===== config.mk =====
export PLATFORM = sky130hd
export DESIGN_NAME = mul_div_seq
export DESIGN_NICKNAME = d
export VERILOG_FILES = /design/src/rtl/mul_div_seq_pkg.sv /design/src/rtl/mul_div_seq_add.sv /design/src/rtl/mul_div_seq.sv
export SDC_FILE = /design/constraint.sdc
export NUM_CORES = 1
export LEC_CHECK = 0
export BUFFER_PORTS_ARGS = -buffer_cell sky130_fd_sc_hd__buf_2
export CAP_MARGIN = 15
export CORE_MARGIN = 2
export CORE_UTILIZATION = 25
export DETAILED_ROUTE_END_ITERATION = 10
export SETUP_SLACK_MARGIN = 0.5
export SKIP_LAST_GASP = 1
export SLEW_MARGIN = 15
export SYNTH_ARGS = -nofsm -noshare
export SYNTH_HDL_FRONTEND = slang
export SYNTH_SLANG_ARGS = --single-unit

===== constraint.sdc =====
create_clock -name clock -period 18.3 [get_ports clock]
set_clock_uncertainty 0.2 [all_clocks]
set_input_delay 2.745 -clock clock [delete_from_list [all_inputs] [get_ports clock]]
set_output_delay 2.745 -clock clock [all_outputs]
set_load 0.03 [all_outputs]

===== src/rtl/mul_div_seq_pkg.sv =====
// Shared encodings and timing constants for the sequential signed multiply/divide unit.
package mul_div_seq_pkg;

  localparam logic OP_MUL = 1'b0;
  localparam logic OP_DIV = 1'b1;

  localparam int ITERS    = 32;
  localparam int MUL_LAT  = 33;
  localparam int DIV_LAT  = 37;
  localparam int DIV0_LAT = 1;

  typedef enum logic [2:0] {
    S_IDLE   = 3'd0,
    S_MUL_IT = 3'd1,
    S_NEG_A  = 3'd2,
    S_NEG_B  = 3'd3,
    S_DIV_IT = 3'd4,
    S_FIX_Q  = 3'd5,
    S_FIX_R  = 3'd6,
    S_FIN    = 3'd7
  } state_t;

endpackage


===== src/rtl/mul_div_seq_add.sv =====
// Ripple-carry adder shared by every add, subtract and negate step of mul_div_seq.
module add_32 #(
  parameter int W = 32
) (
  input  logic [W-1:0] x_i,
  input  logic [W-1:0] y_i,
  input  logic         cin_i,
  output logic [W-1:0] sum_o,
  output logic         cout_o
);

  logic [W:0] c;
  assign c[0] = cin_i;

  for (genvar i = 0; i < W; i++) begin : g_fa
    assign sum_o[i] = x_i[i] ^ y_i[i] ^ c[i];
    assign c[i+1]   = (x_i[i] & y_i[i]) | (c[i] & (x_i[i] ^ y_i[i]));
  end

  assign cout_o = c[W];

endmodule


===== src/rtl/mul_div_seq.sv =====
// Multi-cycle signed MUL (radix-2 Booth) / DIV (restoring on magnitudes) around one adder.
module mul_div_seq
  import mul_div_seq_pkg::*;
#(
  parameter int WIDTH   = 32,
  parameter int N_ITERS = ITERS
) (
  input  logic             clock,
  input  logic             clear_n,
  input  logic             start,
  input  logic             op,
  input  logic [WIDTH-1:0] A,
  input  logic [WIDTH-1:0] B,
  output logic             busy,
  output logic             done,
  output logic [WIDTH-1:0] HI,
  output logic [WIDTH-1:0] LO,
  output logic             div_by_zero
);

  state_t           state_q, state_d;
  logic [WIDTH-1:0] acc_q, q_q, m_q, hi_q, lo_q;
  logic             qm1_q, a_sgn_q, b_sgn_q, dz_q, dz_o_q, done_q;
  logic [4:0]       cnt_q;

  logic [WIDTH-1:0] ax, ay, sum, rp;
  logic             acin, cout, sign_ext, last_it;

  assign rp       = {acc_q[WIDTH-2:0], q_q[WIDTH-1]};
  assign last_it  = (cnt_q == 5'(N_ITERS - 1));
  // Full 33-bit sign of the Booth add; needed when M = most-negative value.
  assign sign_ext = ax[WIDTH-1] ^ ay[WIDTH-1] ^ cout;

  add_32 #(.W(WIDTH)) u_add (
    .x_i   (ax),
    .y_i   (ay),
    .cin_i (acin),
    .sum_o (sum),
    .cout_o(cout)
  );

  always_comb begin
    ax   = '0;
    ay   = '0;
    acin = 1'b0;
    case (state_q)
      S_MUL_IT: begin
        ax = acc_q;
        case ({q_q[0], qm1_q})
          2'b01:   ay = m_q;
          2'b10:   begin ay = ~m_q; acin = 1'b1; end
          default: ;
        endcase
      end
      S_NEG_A:  begin ax = ~q_q;   acin = 1'b1; end
      S_NEG_B:  begin ax = ~m_q;   acin = 1'b1; end
      S_DIV_IT: begin ax = rp; ay = ~m_q; acin = 1'b1; end
      S_FIX_Q:  begin ax = ~q_q;   acin = 1'b1; end
      S_FIX_R:  begin ax = ~acc_q; acin = 1'b1; end
      default:  ;
    endcase
  end

  always_comb begin
    state_d = state_q;
    case (state_q)
      S_IDLE:   if (start) state_d = (op == OP_MUL) ? S_MUL_IT :
                                     (B == '0)      ? S_FIN    : S_NEG_A;
      S_MUL_IT: if (last_it) state_d = S_FIN;
      S_NEG_A:  state_d = S_NEG_B;
      S_NEG_B:  state_d = S_DIV_IT;
      S_DIV_IT: if (last_it) state_d = S_FIX_Q;
      S_FIX_Q:  state_d = S_FIX_R;
      S_FIX_R:  state_d = S_FIN;
      S_FIN:    state_d = S_IDLE;
      default:  state_d = S_IDLE;
    endcase
  end

  always_ff @(posedge clock or negedge clear_n) begin
    if (!clear_n) begin
      state_q <= S_IDLE;
      acc_q   <= '0;
      q_q     <= '0;
      m_q     <= '0;
      hi_q    <= '0;
      lo_q    <= '0;
      qm1_q   <= 1'b0;
      a_sgn_q <= 1'b0;
      b_sgn_q <= 1'b0;
      dz_q    <= 1'b0;
      dz_o_q  <= 1'b0;
      done_q  <= 1'b0;
      cnt_q   <= '0;
    end else begin
      state_q <= state_d;
      done_q  <= (state_q == S_FIN);
      case (state_q)
        S_IDLE: if (start) begin
          a_sgn_q <= A[WIDTH-1];
          b_sgn_q <= B[WIDTH-1];
          dz_q    <= (op == OP_DIV) && (B == '0);
          dz_o_q  <= 1'b0;
          acc_q   <= '0;
          qm1_q   <= 1'b0;
          cnt_q   <= '0;
          m_q     <= (op == OP_MUL) ? A : B;
          q_q     <= (op == OP_MUL) ? B : A;
        end
        S_MUL_IT: begin
          acc_q <= {sign_ext, sum[WIDTH-1:1]};
          q_q   <= {sum[0], q_q[WIDTH-1:1]};
          qm1_q <= q_q[0];
          cnt_q <= cnt_q + 5'd1;
        end
        S_NEG_A: if (a_sgn_q) q_q <= sum;
        S_NEG_B: if (b_sgn_q) m_q <= sum;
        S_DIV_IT: begin
          acc_q <= cout ? sum : rp;
          q_q   <= {q_q[WIDTH-2:0], cout};
          cnt_q <= cnt_q + 5'd1;
        end
        S_FIX_Q: if (a_sgn_q ^ b_sgn_q) q_q <= sum;
        S_FIX_R: if (a_sgn_q) acc_q <= sum;
        S_FIN: begin
          // Divide-by-zero skips the datapath; q_q still holds the raw dividend.
          hi_q   <= dz_q ? q_q : acc_q;
          lo_q   <= dz_q ? '1  : q_q;
          dz_o_q <= dz_q;
        end
        default: ;
      endcase
    end
  end

  assign busy        = (state_q != S_IDLE);
  assign done        = done_q;
  assign HI          = hi_q;
  assign LO          = lo_q;
  assign div_by_zero = dz_o_q;

endmodule


# ---- After elaboration in Yosys (flattened, before gate mapping)
# Index checks and enable logic that the tools add are counted.
dict set report classes {
  add_sub_neg 1
  multipliers 0
  div_mod_pow 0
  order_cmp 0
  n_eq_ne 17
  shifts 0
  n_mux 30
  bitwise_logic 165
  reduce_logical 21
}
# cell count
set ops {}
lappend ops {{2-to-1 mux 32 bit} 11}
lappend ops {{one-hot mux 32 bit (5 select lines)} 2}
lappend ops {{one-hot mux 32 bit (2 select lines)} 3}
lappend ops {{one-hot mux 32 bit (4 select lines)} 1}
lappend ops {{NOT 32 bit} 3}
lappend ops {{XOR 1 bit} 66}
lappend ops {{bitwise AND 1 bit} 64}
lappend ops {{zero test 32 bit} 1}
lappend ops {{OR 1 bit} 32}
lappend ops {{one-hot mux 3 bit (8 select lines)} 1}
lappend ops {{2-to-1 mux 3 bit} 5}
lappend ops {{!= test 2 bit (second input constant)} 7}
lappend ops {{equality test 3 bit (second input constant)} 4}
lappend ops {{one-hot mux 5 bit (2 select lines)} 1}
lappend ops {{AND reduction 3 bit} 3}
lappend ops {{AND reduction 2 bit} 4}
lappend ops {{nonzero test 2 bit} 4}
lappend ops {{equality test 3 x 2 -> 1 bit (second input constant)} 2}
lappend ops {{one-hot mux 1 bit (2 select lines)} 3}
lappend ops {{adder 5 x 1 -> 5 bit (second input constant)} 1}
lappend ops {{equality test 5 bit (second input constant)} 1}
lappend ops {{2-to-1 mux 5 bit} 1}
lappend ops {{nonzero test 5 bit} 1}
lappend ops {{OR reduction 5 bit} 1}
lappend ops {{other kinds (10)} 12}
dict set report totals {
  register_bits 174
  latchBits 0
  ram_bits 0
  romBits 0
  in_bits 68
  output_inout_bits 67
  elab_cells 247
  memories 0
}

# ---- Depth between registers and ports, before layout
dict set report logic_depth {
  depth_word 70
  mapped_depth 49
  mapped_depth_nobuf 44
}

# ---- Cells and area by module
# A second synthesis with hierarchy kept.
dict set report unflattened {
  cells_unflattened 1311
  area_unflattened_um2 11878.9
}
# module n_inst cells_each area_each_um2 seq_area_each_um2
set modules_own_cells {}
lappend modules_own_cells {mul_div_seq 1 1269 11200.7 4354.2}
lappend modules_own_cells {add_32 1 42 678.2 0.0}

# ---- Least setup slack after synthesis
# OpenSTA, ideal clock, no wires.
dict set report synth_timing {
  path_kind {reg-to-reg}
  start {register state_q[1]}
  end {register acc_q[10]}
  setup_time_ns 0.121
  arrival_ns 17.011
  required_ns 17.979
  path_slack_ns 0.968
  stages_incl_launch_ff 50
  n_path_buf 5
  synth_period_minus_slack_ns 17.332
  path_cell_list {dfrtp_1 -> inv_1 -> ha_1 -> nor2b_1 -> buf_2 -> buf_2 -> nand3_1 -> clkbuf_1 -> nand2_1 -> o21ai_0 -> fa_1 -> fa_1 -> fa_1 -> fa_1 -> fa_1 -> fa_1 -> fa_1 -> fa_1 -> [... 14 more ...] -> fa_1 -> fa_1 -> fa_1 -> fa_1 -> fa_1 -> fa_1 -> fa_1 -> fa_1 -> inv_1 -> fa_1 -> inv_1 -> fa_1 -> and3_1 -> buf_2 -> buf_2 -> nand2_1 -> o221ai_1 -> a22o_1}
}
dict set report synth_between {
  elab_chain_len 70
  word_cells_on_any_way 149
  cone_classes {eq/ne: 8; mux: 6; bitwise: 130; reduce/logical: 5}
}
# item line_no
set synth_rtl {}
lappend synth_rtl {{from (decl)} mul_div_seq.sv:21} ;# state_t state_q, state_d;
lappend synth_rtl {{from (signal assigned)} mul_div_seq.sv:96} ;# state_q <= state_d;
lappend synth_rtl {{equality test 3 bit / equality test 3 x 2 -> 1 bit (equally long branches)} mul_div_seq.sv:46} ;# case (state_q)
lappend synth_rtl {{OR reduction 2 bit (no source line)} n/a}
lappend synth_rtl {{one-hot mux 32 bit (5 select lines)} mul_div_seq.sv:46}
lappend synth_rtl {{XOR 1 bit} mul_div_seq_add.sv:17} ;# assign c[i+1] = (x_i[i] & y_i[i]) | (c[i] & (x_i[i] ^ y_i[i]));
lappend synth_rtl {{bitwise AND 1 bit} mul_div_seq_add.sv:17}
lappend synth_rtl {{OR 1 bit} mul_div_seq_add.sv:17}
lappend synth_rtl {{bitwise AND 1 bit} mul_div_seq_add.sv:17}
lappend synth_rtl {{OR 1 bit} mul_div_seq_add.sv:17}
lappend synth_rtl {{[... 54 more ...]} n/a}
lappend synth_rtl {{bitwise AND 1 bit} mul_div_seq_add.sv:17}
lappend synth_rtl {{OR 1 bit} mul_div_seq_add.sv:17}
lappend synth_rtl {{bitwise AND 1 bit} mul_div_seq_add.sv:17}
lappend synth_rtl {{OR 1 bit} mul_div_seq_add.sv:17}
lappend synth_rtl {{bitwise AND 1 bit} mul_div_seq_add.sv:17}
lappend synth_rtl {{OR 1 bit} mul_div_seq_add.sv:17}
lappend synth_rtl {{2-to-1 mux 32 bit} mul_div_seq.sv:119} ;# acc_q <= cout ? sum : rp;
lappend synth_rtl {{one-hot mux 32 bit (4 select lines)} mul_div_seq.sv:98} ;# case (state_q)
lappend synth_rtl {{to (signal assigned)} mul_div_seq.sv:111} ;# acc_q <= {sign_ext, sum[WIDTH-1:1]};
lappend synth_rtl {{to (signal assigned)} mul_div_seq.sv:119}
lappend synth_rtl {{to (signal assigned)} mul_div_seq.sv:124} ;# S_FIX_R: if (a_sgn_q) acc_q <= sum;
lappend synth_rtl {{to (decl)} mul_div_seq.sv:22} ;# logic [WIDTH-1:0] acc_q, q_q, m_q, hi_q, lo_q;
# Parallel ways exist; a longest one is shown, timed or not. The select of a mux whose other input is x is not followed.
# A chain may end at the register's enable or synchronous reset.

# ---- Worst setup path after layout
dict set report layout_timing {
  start {register state_q[1]}
  end {register acc_q[23]}
}
# The elaborated chain is that of the path after synthesis.

==> results.toml <==
[global_route]
grt_pass1_wl_um = 58740
grt_overflow = 0
antenna_found_initial = 1
track_usage_pct = 15.98
grt_pass1_vias = 9795
grt_max_degree = 100

[cells_and_area]
area_delta_synth_final_pct = 16.16
mostFrequentLayoutCells = "171 x dfrtp_1, 163 x nor2_1, 132 x buf_2"
final_common_cell = "dfrtp_1"
diodes = 0
drive_above_1_share_pct = 20.09
nets = 1403

[sta]
drv_slew = 0
period_minus_slack_ps = 17110
tightest_slew_ps = 1130
setup_violations = 0
rsz0062_at_grt = "false"
fin_crit_sh_pct = 93.49
fmax_ghz = 0.05845
maxSlewHeadroom_pct = 24.55
hold_viol = 0
setup_tns_ps = 0

[place]
gp_congestion = 0.8583
dp_hpwl_um = 25480
port_buffers = 134

[cts]
ctsHtreeMaxLevel = 4
ctsHoldBuffers = 0
worstSkewPairLatency_ps = 460
cts_buffers = 17
cts_root_buf = "clkbuf_16"
cts.path.max_buffers = 2
cts_sinks = 174
tritoncts = "yes"
clk_pin_slew_worst_paths_ps = 70

[detailed_routing]
via_per_inst = 5.260
drt-total-wl_um = 37460
antenna_left = 0
via_count = 10040
first_pass_iters = 7
drcViolationCount = 0
drt-initial-drc-count = 1035
wl_per_cell_um = 19.62

[die]
fp.dieW_um = 217.0
dieArea_um2 = 47100
rows = 78
io_pins = 135
initial_core_util_pct = 25.16
die_y_um = 217.0
coreArea_um2 = 45090

[min_path]
hold-path-cell-count = 2
min_to = "LO[4]$_DFFE_PN0P_"
hold_start = "LO[4]$_DFFE_PN0P_"
hp-class = "register to register"

[synthesis]
synthArstFlopShare_pct = 100.0
synthesis.area_um2 = 11350
syn_nets = 1333
synth_seq_cells = 174
yosys.area.top_type = "dfrtp_1"
syn_inst = 1226
synthTopCellsByArea = "dfrtp_1 38%, mux2i_1 8.6%, fa_1 5.8%, nor2_1 5.4%, o221ai_1 5.2%"
ys.flop_type = "dfrtp_1"
yosys.cell_types.count = 56
avgSynthCellArea_um2 = 9.254
ys_seq_area_share_pct = 38.38
ys_warn_count = 0
yosysTopAreaCellShare_pct = 38.38
synth_edf_count = 0

[setup_path]
regToRegEndpoint = "acc_q[23]$_DFFE_PN0P_"
reg2reg_depth = 44
worstPathArrival_ps = 17250
crit_fanout = 25
crit_top_cell = "fa_1"
crit_path_max_incr_delay_ps = 480
ff2ff_setup_slack_ps = 1190
crit_required_ps = 18440
startpoint_type = "register"
cpMaxStageDelayCell = "fa_1"
reg2reg_from = "state_q[1]$_DFFE_PN0P_"
end_kind = "register"
critical_path_class = "register to register"

[status]
status = "completed"

[flow_run]
drv_cap = 0
[state kept, by name, indices dropped and copies added, names as in the netlist]
| name | count |
|---|---|
| done | 1 |
| div_by_zero | 1 |
| dz_q | 1 |
| acc_q | 32 |
| b_sgn_q | 1 |
| state_q | 3 |
| LO | 32 |
| qm1_q | 1 |
| a_sgn_q | 1 |
| cnt_q | 5 |
| q_q | 32 |
| HI | 32 |
| m_q | 32 |
[worst max-delay path by stage]
stage / slack [ps] / to / startpoint / cells past startpoint
after floorplan: 970 / acc_q[10]$_DFFE_PN0P_ / state_q[1]$_DFFE_PN0P_ / 49
after global placement: 710 / acc_q[24]$_DFFE_PN0P_ / state_q[1]$_DFFE_PN0P_ / 44
after detailed placement: 400 / acc_q[23]$_DFFE_PN0P_ / state_q[1]$_DFFE_PN0P_ / 44
after CTS: 560 / acc_q[23]$_DFFE_PN0P_ / state_q[1]$_DFFE_PN0P_ / 44
after global routing: 570 / acc_q[12]$_DFFE_PN0P_ / state_q[1]$_DFFE_PN0P_ / 44
final: 1190 / acc_q[23]$_DFFE_PN0P_ / state_q[1]$_DFFE_PN0P_ / 44
[worst max-delay path: cells and delay by family, from the launching register on]
family          cells  cell delay [ps]
flops               1              450
simple gates        2              380
buf+inv             4              470
fa+ha+maj          33            14510
compound gates      5              920
[cell type report]
type | instances | area (um^2)
Tap cell | 600 | 750.7
Clock inverter | 11 | 106.4
Timing Repair Buffer | 163 | 924.6
Clock buffer | 21 | 460.4
Sequential cell | 174 | 4358
Fill cell | 4777 | 31910
Inverter | 25 | 93.84
Multi-Input combinational cell | 915 | 6485
[layer usage]
layer  wire (um)  up-vias  global-route usage (%)
met5          13        -                       0
met4         377        2                   3.196
met3        2464       26                   3.033
met2       17840      369                   26.10
met1       16760     5003                   22.01
li1            -     4642                       -
[cells by family (layout without fill, tap and decap cells)]
kind of cell	count (synthesis)	count (layout)	synth area share, %
buffers and inverters	137	220	5.293
DFF	174	174	38.38
and+or+nand+nor	329	329	11.83
adders and majority gates	39	39	6.484
muxes	153	153	14.14
xor gates and xnor gates	2	2	0.1544
AOI/OAI and AO/OA	392	392	23.72
[what timing repair did]
item,in CTS,in global routing
pin swaps,0,3
buffers inserted,0,3
resized for setup,4,15
setup endpoints to repair,25,34
[cells in the mapped netlist (all sizes together) (8+ instances only)]
master	count
o221ai	68
a22oi	35
nor4	8
a21oi	103
nand2b	8
nor2	163
a211oi	31
o21ai	86
dfrtp	174
clkbuf	55
mux2i	98
inv	25
mux2	55
buf	57
a222oi	14
fa	33
a22o	33
nand2	122
[per-stage QoR]
stage / hold slack (ps) / area (um^2) / instances / utilization, % / setup slack, ps
CTS: 330.1 / 13100 / 1905 / 29.06 / 562.5
finish: 321.8 / 13180 / 1909 / 29.23 / 1192
global route: 337.5 / 13180 / 1909 / 29.23 / 568.1
detailed placement: 313.6 / 12510 / 1873 / 27.75 / 400.7
floorplan: 282.4 / 11350 / 1226 / - / 967.8
global placement: 306.8 / 12510 / 1873 / 27.75 / 707.9
Power is left out: the tool's default activity adds up to more than one toggle a clock period on the data nets, which glitch-free logic cannot reach.
